[config.mk]
export PLATFORM = sky130hd
export DESIGN_NAME = execute_stage
export DESIGN_NICKNAME = d
export VERILOG_FILES = /design/src/rtl/execute_stage.sv
export SDC_FILE = /design/constraint.sdc
export NUM_CORES = 1
export LEC_CHECK = 0
export CAP_MARGIN = 20
export CORE_ASPECT_RATIO = 1.1
export CORE_UTILIZATION = 41
export CTS_BUF_LIST = sky130_fd_sc_hd__clkbuf_4
export DETAILED_ROUTE_END_ITERATION = 12
export HOLD_SLACK_MARGIN = 0.05
export PLACE_DENSITY = 0.78
export SLEW_MARGIN = 20
export SYNTH_ARGS = -nofsm -noshare
export SYNTH_HDL_FRONTEND = slang
export SYNTH_SLANG_ARGS = --single-unit
[constraint.sdc]
create_clock -name clk -period 4.4 [get_ports clk]
set_clock_uncertainty 0.1 [all_clocks]
set_input_delay 0.88 -clock clk [delete_from_list [all_inputs] [get_ports clk]]
set_output_delay 0.88 -clock clk [all_outputs]
set_load 0.005 [all_outputs]
[src/rtl/execute_stage.sv]
`default_nettype none
// +----------------------------------------------------------------------------+
// | Module      : execute_stage                                                |
// | Description : Integer execute stage. Takes a decode bundle through a       |
// |               valid/ready handshake and produces a registered ALU result   |
// |               with single-cycle latency. When the EX_MUL_EN macro is       |
// |               defined, a 32-cycle shift-add multiplier is included for     |
// |               MUL; otherwise MUL is retired as a NOP.                      |
// | Revision    : 1.0 - initial release                                        |
// +----------------------------------------------------------------------------+
module execute_stage (
  input  logic         clk,
  input  logic         reset,
  input  logic [106:0] id_ex,
  input  logic         in_valid,
  output logic         in_ready,
  output logic         out_valid,
  input  logic         out_ready,
  output logic [5:0]   out_opcode,
  output logic [31:0]  out_result,
  output logic [4:0]   out_dest,
  output logic         out_wen
);

  localparam logic [1:0] c_st_idle     = 2'd0;
`ifdef EX_MUL_EN
  localparam logic [1:0] c_st_mul_busy = 2'd1;
  localparam logic [1:0] c_st_done     = 2'd2;
  localparam logic [5:0] c_op_mul      = 6'b000101;
`endif

  localparam logic [5:0] c_op_add  = 6'b000000;
  localparam logic [5:0] c_op_sub  = 6'b000001;
  localparam logic [5:0] c_op_and  = 6'b000010;
  localparam logic [5:0] c_op_or   = 6'b000011;
  localparam logic [5:0] c_op_slt  = 6'b000100;
  localparam logic [5:0] c_op_addi = 6'b001000;
  localparam logic [5:0] c_op_subi = 6'b001001;
  localparam logic [5:0] c_op_andi = 6'b001010;
  localparam logic [5:0] c_op_ori  = 6'b001011;
  localparam logic [5:0] c_op_slti = 6'b001100;

  logic [1:0]  r_state;
  logic [1:0]  w_state_next;

  logic [5:0]  w_opcode;
  logic [31:0] w_a;
  logic [31:0] w_b;
  logic [4:0]  w_dest;
  logic [31:0] w_imm;
  logic [31:0] w_op2;
  logic [31:0] w_alu_result;
  logic        w_alu_known;
  logic        w_accept;
  logic        w_load_alu;

  logic        w_mul_load;
  logic [5:0]  w_mul_opcode;
  logic [31:0] w_mul_result;
  logic [4:0]  w_mul_dest;

  logic        r_out_valid;
  logic [5:0]  r_out_opcode;
  logic [31:0] r_out_result;
  logic [4:0]  r_out_dest;
  logic        r_out_wen;

  assign w_opcode = id_ex[106:101];
  assign w_a      = id_ex[100:69];
  assign w_b      = id_ex[68:37];
  assign w_dest   = id_ex[36:32];
  assign w_imm    = id_ex[31:0];
  // I-type opcodes all live in the 001xxx group, so bit 3 picks the immediate
  assign w_op2    = w_opcode[3] ? w_imm : w_b;
  assign w_accept = in_valid && in_ready;

  // Single-cycle ALU decode; unknown opcodes fall through as NOP with result 0
  always_comb begin
    w_alu_result = 32'd0;
    w_alu_known  = 1'b1;
    case (w_opcode)
      c_op_add, c_op_addi: w_alu_result = w_a + w_op2;
      c_op_sub, c_op_subi: w_alu_result = w_a - w_op2;
      c_op_and, c_op_andi: w_alu_result = w_a & w_op2;
      c_op_or,  c_op_ori:  w_alu_result = w_a | w_op2;
      c_op_slt, c_op_slti: w_alu_result = {31'd0, ($signed(w_a) < $signed(w_op2))};
      default:             w_alu_known  = 1'b0;
    endcase
  end

  // State register
  always_ff @(posedge clk) begin
    if (reset) r_state <= c_st_idle;
    else       r_state <= w_state_next;
  end

`ifdef EX_MUL_EN
  logic        w_is_mul;
  logic [31:0] r_mcand;
  logic [31:0] r_mplier;
  logic [31:0] r_acc;
  logic [4:0]  r_mul_cnt;
  logic [4:0]  r_mul_dest;

  assign w_is_mul   = (w_opcode == c_op_mul);
  assign w_load_alu = w_accept && !w_is_mul;

  // Next-state: one busy cycle per multiplier bit, then DONE commits the product
  always_comb begin
    w_state_next = c_st_idle;
    case (r_state)
      c_st_idle:     w_state_next = (w_accept && w_is_mul) ? c_st_mul_busy : c_st_idle;
      c_st_mul_busy: w_state_next = (r_mul_cnt == 5'd31) ? c_st_done : c_st_mul_busy;
      c_st_done:     w_state_next = c_st_idle;
      default:       w_state_next = c_st_idle;
    endcase
  end

  // Shift-add multiplier: consume one multiplier bit per busy cycle, low 32 bits only
  always_ff @(posedge clk) begin
    if (reset) begin
      r_mcand    <= 32'd0;
      r_mplier   <= 32'd0;
      r_acc      <= 32'd0;
      r_mul_cnt  <= 5'd0;
      r_mul_dest <= 5'd0;
    end else if (r_state == c_st_idle && w_accept && w_is_mul) begin
      r_mcand    <= w_a;
      r_mplier   <= w_b;
      r_acc      <= 32'd0;
      r_mul_cnt  <= 5'd0;
      r_mul_dest <= w_dest;
    end else if (r_state == c_st_mul_busy) begin
      r_acc      <= r_acc + (r_mplier[0] ? r_mcand : 32'd0);
      r_mcand    <= {r_mcand[30:0], 1'b0};
      r_mplier   <= {1'b0, r_mplier[31:1]};
      r_mul_cnt  <= r_mul_cnt + 5'd1;
    end
  end

  assign w_mul_load   = (r_state == c_st_done);
  assign w_mul_opcode = c_op_mul;
  assign w_mul_result = r_acc;
  assign w_mul_dest   = r_mul_dest;
`else
  assign w_load_alu = w_accept;

  // Next-state: without the multiplier the stage never leaves IDLE
  always_comb begin
    w_state_next = c_st_idle;
    case (r_state)
      default: w_state_next = c_st_idle;
    endcase
  end

  assign w_mul_load   = 1'b0;
  assign w_mul_opcode = 6'd0;
  assign w_mul_result = 32'd0;
  assign w_mul_dest   = 5'd0;
`endif

  // Output decode: accept only when idle and the result slot is free or draining
  always_comb begin
    in_ready = (r_state == c_st_idle) && (!r_out_valid || out_ready);
  end

  // Result register: a new load wins over a drain so streaming keeps out_valid high
  always_ff @(posedge clk) begin
    if (reset) begin
      r_out_valid  <= 1'b0;
      r_out_opcode <= 6'd0;
      r_out_result <= 32'd0;
      r_out_dest   <= 5'd0;
      r_out_wen    <= 1'b0;
    end else if (w_load_alu) begin
      r_out_valid  <= 1'b1;
      r_out_opcode <= w_opcode;
      r_out_result <= w_alu_result;
      r_out_dest   <= w_dest;
      r_out_wen    <= w_alu_known && (w_dest != 5'd0);
    end else if (w_mul_load) begin
      r_out_valid  <= 1'b1;
      r_out_opcode <= w_mul_opcode;
      r_out_result <= w_mul_result;
      r_out_dest   <= w_mul_dest;
      r_out_wen    <= (w_mul_dest != 5'd0);
    end else if (r_out_valid && out_ready) begin
      r_out_valid  <= 1'b0;
    end
  end

  assign out_valid  = r_out_valid;
  assign out_opcode = r_out_opcode;
  assign out_result = r_out_result;
  assign out_dest   = r_out_dest;
  assign out_wen    = r_out_wen;

endmodule
`default_nettype wire

==> results of run 1 <==
[cell families after synthesis]
kind of cell,count (synthesis),share of synthesized area [%]
AOI/OAI and AO/OA,280,30.1
and+or+nand+nor,245,17.1
buffers and inverters,152,9.05
adders and majority gates,99,19.5
DFF,45,14.0
muxes,42,6.91
xor gates and xnor gates,25,3.40
[synth_stat cells (4+ instances only)]
| cell | count | share of area (%) |
|---|---|---|
| a211o_1 | 4 | 0.54 |
| a211oi_1 | 10 | 1.2 |
| a21o_1 | 7 | 0.82 |
| a21oi_1 | 79 | 6.1 |
| a221o_1 | 7 | 1.1 |
| a221oi_1 | 16 | 2.2 |
| a22oi_1 | 15 | 1.7 |
| a31oi_1 | 8 | 0.78 |
| buf_2 | 7 | 0.54 |
| clkbuf_1 | 40 | 2.3 |
| dfxtp_1 | 45 | 14 |
| ha_1 | 97 | 19 |
| inv_1 | 102 | 5.9 |
| mux2i_1 | 40 | 6.2 |
| nand2_1 | 78 | 4.5 |
| nand2b_1 | 6 | 0.58 |
| nand3_1 | 18 | 1.4 |
| nor2_1 | 83 | 4.8 |
| nor2b_1 | 10 | 0.97 |
| nor3_1 | 19 | 1.5 |
| nor4_1 | 6 | 0.58 |
| o211ai_1 | 5 | 0.58 |
| o21a_1 | 4 | 0.47 |
| o21ai_0 | 41 | 3.2 |
| o21ai_1 | 5 | 0.39 |
| o21bai_1 | 13 | 1.5 |
| o221ai_1 | 12 | 1.6 |
| o31a_1 | 4 | 0.54 |
| o31ai_1 | 11 | 1.3 |
| or2_2 | 5 | 0.49 |
| or3_1 | 5 | 0.49 |
| xnor2_1 | 23 | 3.1 |
[critical path, stage by stage]
cell	delay, ns
clkdlybuf4s50_1	0.45
mux2i_1	0.10
ha_1	0.49
nor2_1	0.15
a221o_1	0.39
a2111oi_2	0.41
o2111ai_1	0.20
o211ai_1	0.20
o21ai_1	0.21
a22o_2	0.25
nand2_1	0.05
o311ai_0	0.13
a221o_1	0.34
[final cells by class]
| type | instances | area (um^2) | share of cell area (%) |
|---|---|---|---|
| inverters | 102 | 383 | 4.46 |
| clock inverters | 3 | 46.3 | 0.540 |
| repair buffers | 212 | 2000 | 23.3 |
| well taps | 196 | 245 | 2.86 |
| flip-flops and latches | 45 | 901 | 10.5 |
| multi-input cells | 691 | 4960 | 57.9 |
| clock buffers | 5 | 37.5 | 0.438 |
[per-layer routing]
layer  global-route usage [%]  vias up
met5                        0        -
met4                     10.9        0
met3                     3.51       48
met2                     47.7      308
met1                     32.6     3361
li1                         -     3490
[sequential cells by signal (all words and copies together), names as in the netlist]
| signal | cells |
|---|---|
| out_result | 32 |
| out_opcode | 6 |
| out_dest | 5 |
| out_valid | 1 |
| out_wen | 1 |
[power groups by stage]
stage | combinational, mW | clock, mW | sequential (mW)
3_3_place_gp | 0.947 | 0 | 0.431
3_5_place_dp | 0.953 | 0 | 0.431
4_1_cts | 0.959 | 0.306 | 0.422
5_1_grt | 1.06 | 0.320 | 0.423
2_1_floorplan | 0.589 | 0 | 0.432
6_report | 0.969 | 0.306 | 0.422
[worst min-delay path by stage]
stage / cells past startpoint / end / startpoint / slack, ns
after floorplan: 2 / out_result[12]$_SDFFE_PP0P_ / out_result[12]$_SDFFE_PP0P_ / 0.35
final: 2 / out_wen$_SDFFE_PP0P_ / out_wen$_SDFFE_PP0P_ / 0.36
after global routing: 2 / out_dest[2]$_SDFFE_PP0P_ / out_dest[2]$_SDFFE_PP0P_ / 0.38
after CTS: 2 / out_opcode[4]$_SDFFE_PP0P_ / out_opcode[4]$_SDFFE_PP0P_ / 0.37
after detailed placement: 2 / out_result[21]$_SDFFE_PP0P_ / out_result[21]$_SDFFE_PP0P_ / 0.34
after global placement: 2 / out_dest[0]$_SDFFE_PP0P_ / out_dest[0]$_SDFFE_PP0P_ / 0.34
[stage by stage]
stage                     cell area (um^2)  TNS [ns]
after floorplan                       6450         0
after global placement                8490   -0.0150
after detailed placement              8490   -0.0670
after CTS                             8580         0
after global routing                  8580         0
final                                 8580         0
==> out/results.ini, run 1 <==
[sta]
finalWorstSetupSlack_ns = 0.387
tightest_slew_ns = 0.825
setup_viol = 0
relSlewSlack_pct = 44.8
rsz0062_at_grt = false
maxSlewViolCount = 0
max_clock_freq_mhz = 249
min_period_over_period_pct = 91.2
holdWs_ns = 0.364
post-route-min-period_ns = 4.01
hold_viol = 0

[global_route]
grt_pass1_wl_um = 34500
grt_overflow = 0
first_global_vias = 6892
gr-usage-all-layers_pct = 27.0
antenna_found_initial = 0
grt_max_degree = 29

[critical_path]
worstPathRequired_ns = 4.66
cp_max_fo = 9
r2r_slack_ns = 2.29
arrival_ns = 4.28
r2r_start = out_valid$_SDFFE_PP0P_
crit_path_start_kind = input pin
endpoint = out_result[23]$_SDFFE_PP0P_
crit_start = id_ex[12]
reg2reg_depth = 8
crit_type = input pin to flip-flop
rr_endpoint = out_result[23]$_SDFFE_PP0P_
cp-end-kind = flip-flop

[layout]
layout_common_cells = clkdlybuf4s50_1, inv_1, ha_1
stdcell_count = 1254
drive_gt1_share_pct = 8.22
fillers = 1439
final_util_pct = 56.3
n_antenna_cell = 0
areaGrowthSynthToFinish_pct = 33.2
mostFrequentLayoutCell = clkdlybuf4s50_1
nNetsFinal = 1267

[cts]
cts-resized-gates = 0
insertion_delay_ns = 0.42
post_cts.repair.setup_buffers = 0
cts_buffer_depth = 2
clk_pin_slew_worst_paths_ns = 0.19
clock-sinks = 45
cts_root_buffer = clkbuf_4
cts_tree = yes
numCtsBuffers = 5
htreeDepth = 2
cts_hold_buf = 0

[floorplan]
die_w_um = 122
die-area_um2 = 16200
initial_core_util_pct = 42.3
rows = 47
core_um2 = 15200
io_pins = 157
fp.dieH_um = 133

[routing]
first_pass_iters = 5
drcViolationCount = 0
vias = 7207
antenna_left = 0
via_per_inst = 5.75
met1_length_um = 9170
routed_wl_um = 22000
wl_met2_um = 10700
wl_per_cell_um = 17.5
routed.top_layer = met4
drtIter0Drc = 530
route.met3.wl_um = 1500

[synthesis]
synth_area_um2 = 6440
synth_area_per_cell_um2 = 7.25
synth-async-reset-ratio_pct = 0
syn_nets = 1098
ys_ff_latch = 45
ys_seq_area_share_pct = 14.0
postSynthCellCount = 888
ys_warn_count = 0
synth-edff-count = 0
synth_ff_type = dfxtp_1
ys_types = 72

[pwr]
p_clk_share_pct = 18.0
ir_drop_v = 0.000103
switching_share_pct = 42.2
seqPwrFrac_pct = 24.9
p_comb_share_pct = 57.1
p_int_mw = 0.981
power_density_nw_per_um2 = 198
total_power_mw = 1.70
p_sw_mw = 0.716
p_leak_nw = 3.82

[worst_hold_path]
min_path_type = flip-flop to flip-flop

[place]
place_ws_ns = -0.0451
portBuffers = 156
place_hpwl_um = 17500
place.gp.congestion = 0.956
placed_cells = 1246

[job]
drv_cap = 0

[run_status]
outcome = finished, final reports clean

(Power assumes the default switching activity.)
==> inputs of run 2 (changes only) <==
--- a/config.mk
+++ b/config.mk
@@ -12,6 +12,7 @@
 export DETAILED_ROUTE_END_ITERATION = 12
 export HOLD_SLACK_MARGIN = 0.05
 export PLACE_DENSITY = 0.78
+export RECOVER_POWER = 25
 export SLEW_MARGIN = 20
 export SYNTH_ARGS = -nofsm -noshare
 export SYNTH_HDL_FRONTEND = slang
==> run 2 against run 1 <==
The flow now finishes with violations (max-capacitance violations, max-slew violations). Final cell count unchanged. Sequential power barely moved. Largest power group unchanged. Via count grew 0.15%. Routed wire length is 0.11% lower. Core utilization barely moved. Register-to-register slack worse by 0.51 ns. Critical endpoint unchanged.
==> out/results.ini, run 2 (synthesis results as in run 1) <==
[run_status]
outcome = finished, violations left
violations = max-capacitance violations, max-slew violations

[worst_hold_path]
min_from = out_opcode[2]$_SDFFE_PP0P_
whs_endpoint = out_opcode[2]$_SDFFE_PP0P_
whs_path_depth = 2
min_path_type = flip-flop to flip-flop

[critical_path]
cp-end-kind = flip-flop
worstPathRequired_ns = 4.67
crit_type = input pin to flip-flop
arrival_ns = 4.28
rr_endpoint = out_result[4]$_SDFFE_PP0P_
r2r_slack_ns = 1.78
r2r_start = out_valid$_SDFFE_PP0P_
reg2reg_depth = 6
cp_max_fo = 9
crit_path_start_kind = input pin

[sta]
max_clock_freq_mhz = 249
setup_viol = 0
maxSlewViolCount = 56
tightest_slew_ns = 1.58
hold_viol = 0
post-route-min-period_ns = 4.01
rsz0062_at_grt = false
min_period_over_period_pct = 91.1
setup-tns-final_ns = 0
relSlewSlack_pct = -5.10
finalWorstSetupSlack_ns = 0.391

[layout]
fillers = 1441
areaGrowthSynthToFinish_pct = 33.0
drive_gt1_share_pct = 8.03
nNetsFinal = 1267
n_antenna_cell = 0
largest_reg_flops = 32
regArea_um2 = 901
fin_area_um2 = 8570
multi_input_area_um2 = 4960
mostFrequentLayoutCell = clkdlybuf4s50_1
layout_common_cells = clkdlybuf4s50_1, inv_1, ha_1

[floorplan]
io_pins = 157
core_um2 = 15200
initial_core_util_pct = 42.3
fp.dieH_um = 133
die-area_um2 = 16200
rows = 47
die_w_um = 122

[routing]
drcViolationCount = 0
first_pass_iters = 5
routed_wl_um = 22000
antenna_left = 0
drtIter0Drc = 491
wl_per_cell_um = 17.5
vias = 7218
via_per_inst = 5.76

[pwr]
p_clk_share_pct = 18.0
total_power_mw = 1.69
ir_drop_v = 0.000103
p_leak_nw = 3.84
p_int_mw = 0.978
switching_share_pct = 42.3
power_density_nw_per_um2 = 198
p_sw_mw = 0.716
p_comb_share_pct = 57.0
seqPwrFrac_pct = 24.9

[global_route]
gr-usage-all-layers_pct = 27.0
antenna_found_initial = 0
grt_overflow = 0
grt_pass1_wl_um = 34500
first_global_vias = 6892
grt_max_degree = 29

[cts]
numCtsBuffers = 5
cts-resized-gates = 0
cts_root_buffer = clkbuf_4
htreeDepth = 2
clock-sinks = 45
insertion_delay_ns = 0.43
cts_buffer_depth = 2
clk_pin_slew_worst_paths_ns = 0.19
cts_hold_buf = 0
post_cts.repair.setup_buffers = 0
cts_tree = yes

[place]
portBuffers = 156
placed_cell_area_um2 = 8490
place.gp.congestion = 0.956
place_ws_ns = -0.0451
place_hpwl_um = 17500

[job]
drv_cap = 2

-- run 2: cell types whose count changed in the layout (fill, tap and decap cells not counted), sizes merged --
cell	before	now
clkdlybuf4s50	155	143
clkbuf	5	7
dlygate4sd3	0	12
buf	57	55
-- run 2: worst max path at each step --
stage                from                          end  slack (ns)  depth (start not counted)
2_1_floorplan  id_ex[104]  out_result[31]$_SDFFE_PP0P_       0.004                         14
3_3_place_gp    id_ex[12]  out_result[23]$_SDFFE_PP0P_       -0.02                         13
3_5_place_dp    id_ex[12]  out_result[23]$_SDFFE_PP0P_       -0.05                         13
4_1_cts          id_ex[0]   out_result[0]$_SDFFE_PP0P_        0.41                         16
5_1_grt         id_ex[12]  out_result[23]$_SDFFE_PP0P_        0.15                         13
6_report        id_ex[12]  out_result[23]$_SDFFE_PP0P_        0.39                         13
-- run 2: area by class of cell --
cell class                 count  area share (%)
multi-input combinational    691            57.9
timing repair buffer         212            23.3
inverter                     102            4.47
clock buffer                   5           0.438
sequential                    45            10.5
tap                          196            2.86
clock inverter                 3           0.540
-- run 2: metrics by stage --
step | std cells | utilization [%] | hold WS, ns
after CTS | 1254 | 56.3 | 0.366
final | 1254 | 56.3 | 0.362
after global placement | 1246 | 55.8 | 0.341
after floorplan | 888 | - | 0.349
after global routing | 1254 | 56.3 | 0.380
after detailed placement | 1246 | 55.8 | 0.344
-- run 2: layer usage --
| layer | track usage (%) | up-vias | part of all wire (%) |
|---|---|---|---|
| met3 | 3.51 | 50 | 6.9 |
| met1 | 32.6 | 3354 | 42 |
| li1 | - | 3491 | - |
| met2 | 47.7 | 323 | 49 |
| met5 | 0 | - | 0 |
| met4 | 10.9 | 0 | 2.9 |
-- run 2: worst max-delay path, cell delays in order --
cell             delay, ns
clkdlybuf4s50_1       0.45
mux2i_1               0.10
ha_1                  0.49
nor2_1                0.15
a221o_1               0.39
a2111oi_2             0.41
o2111ai_1             0.21
o211ai_1              0.20
o21ai_1               0.21
a22o_2                0.25
nand2_1               0.05
o311ai_0              0.13
a221o_1               0.34
-- run 2: power groups by stage --
stage | sequential, mW | combinational, mW | clock, mW
2_1_floorplan | 0.432 | 0.589 | 0
3_3_place_gp | 0.431 | 0.947 | 0
3_5_place_dp | 0.431 | 0.953 | 0
4_1_cts | 0.422 | 0.959 | 0.306
5_1_grt | 0.423 | 1.06 | 0.320
6_report | 0.422 | 0.967 | 0.306
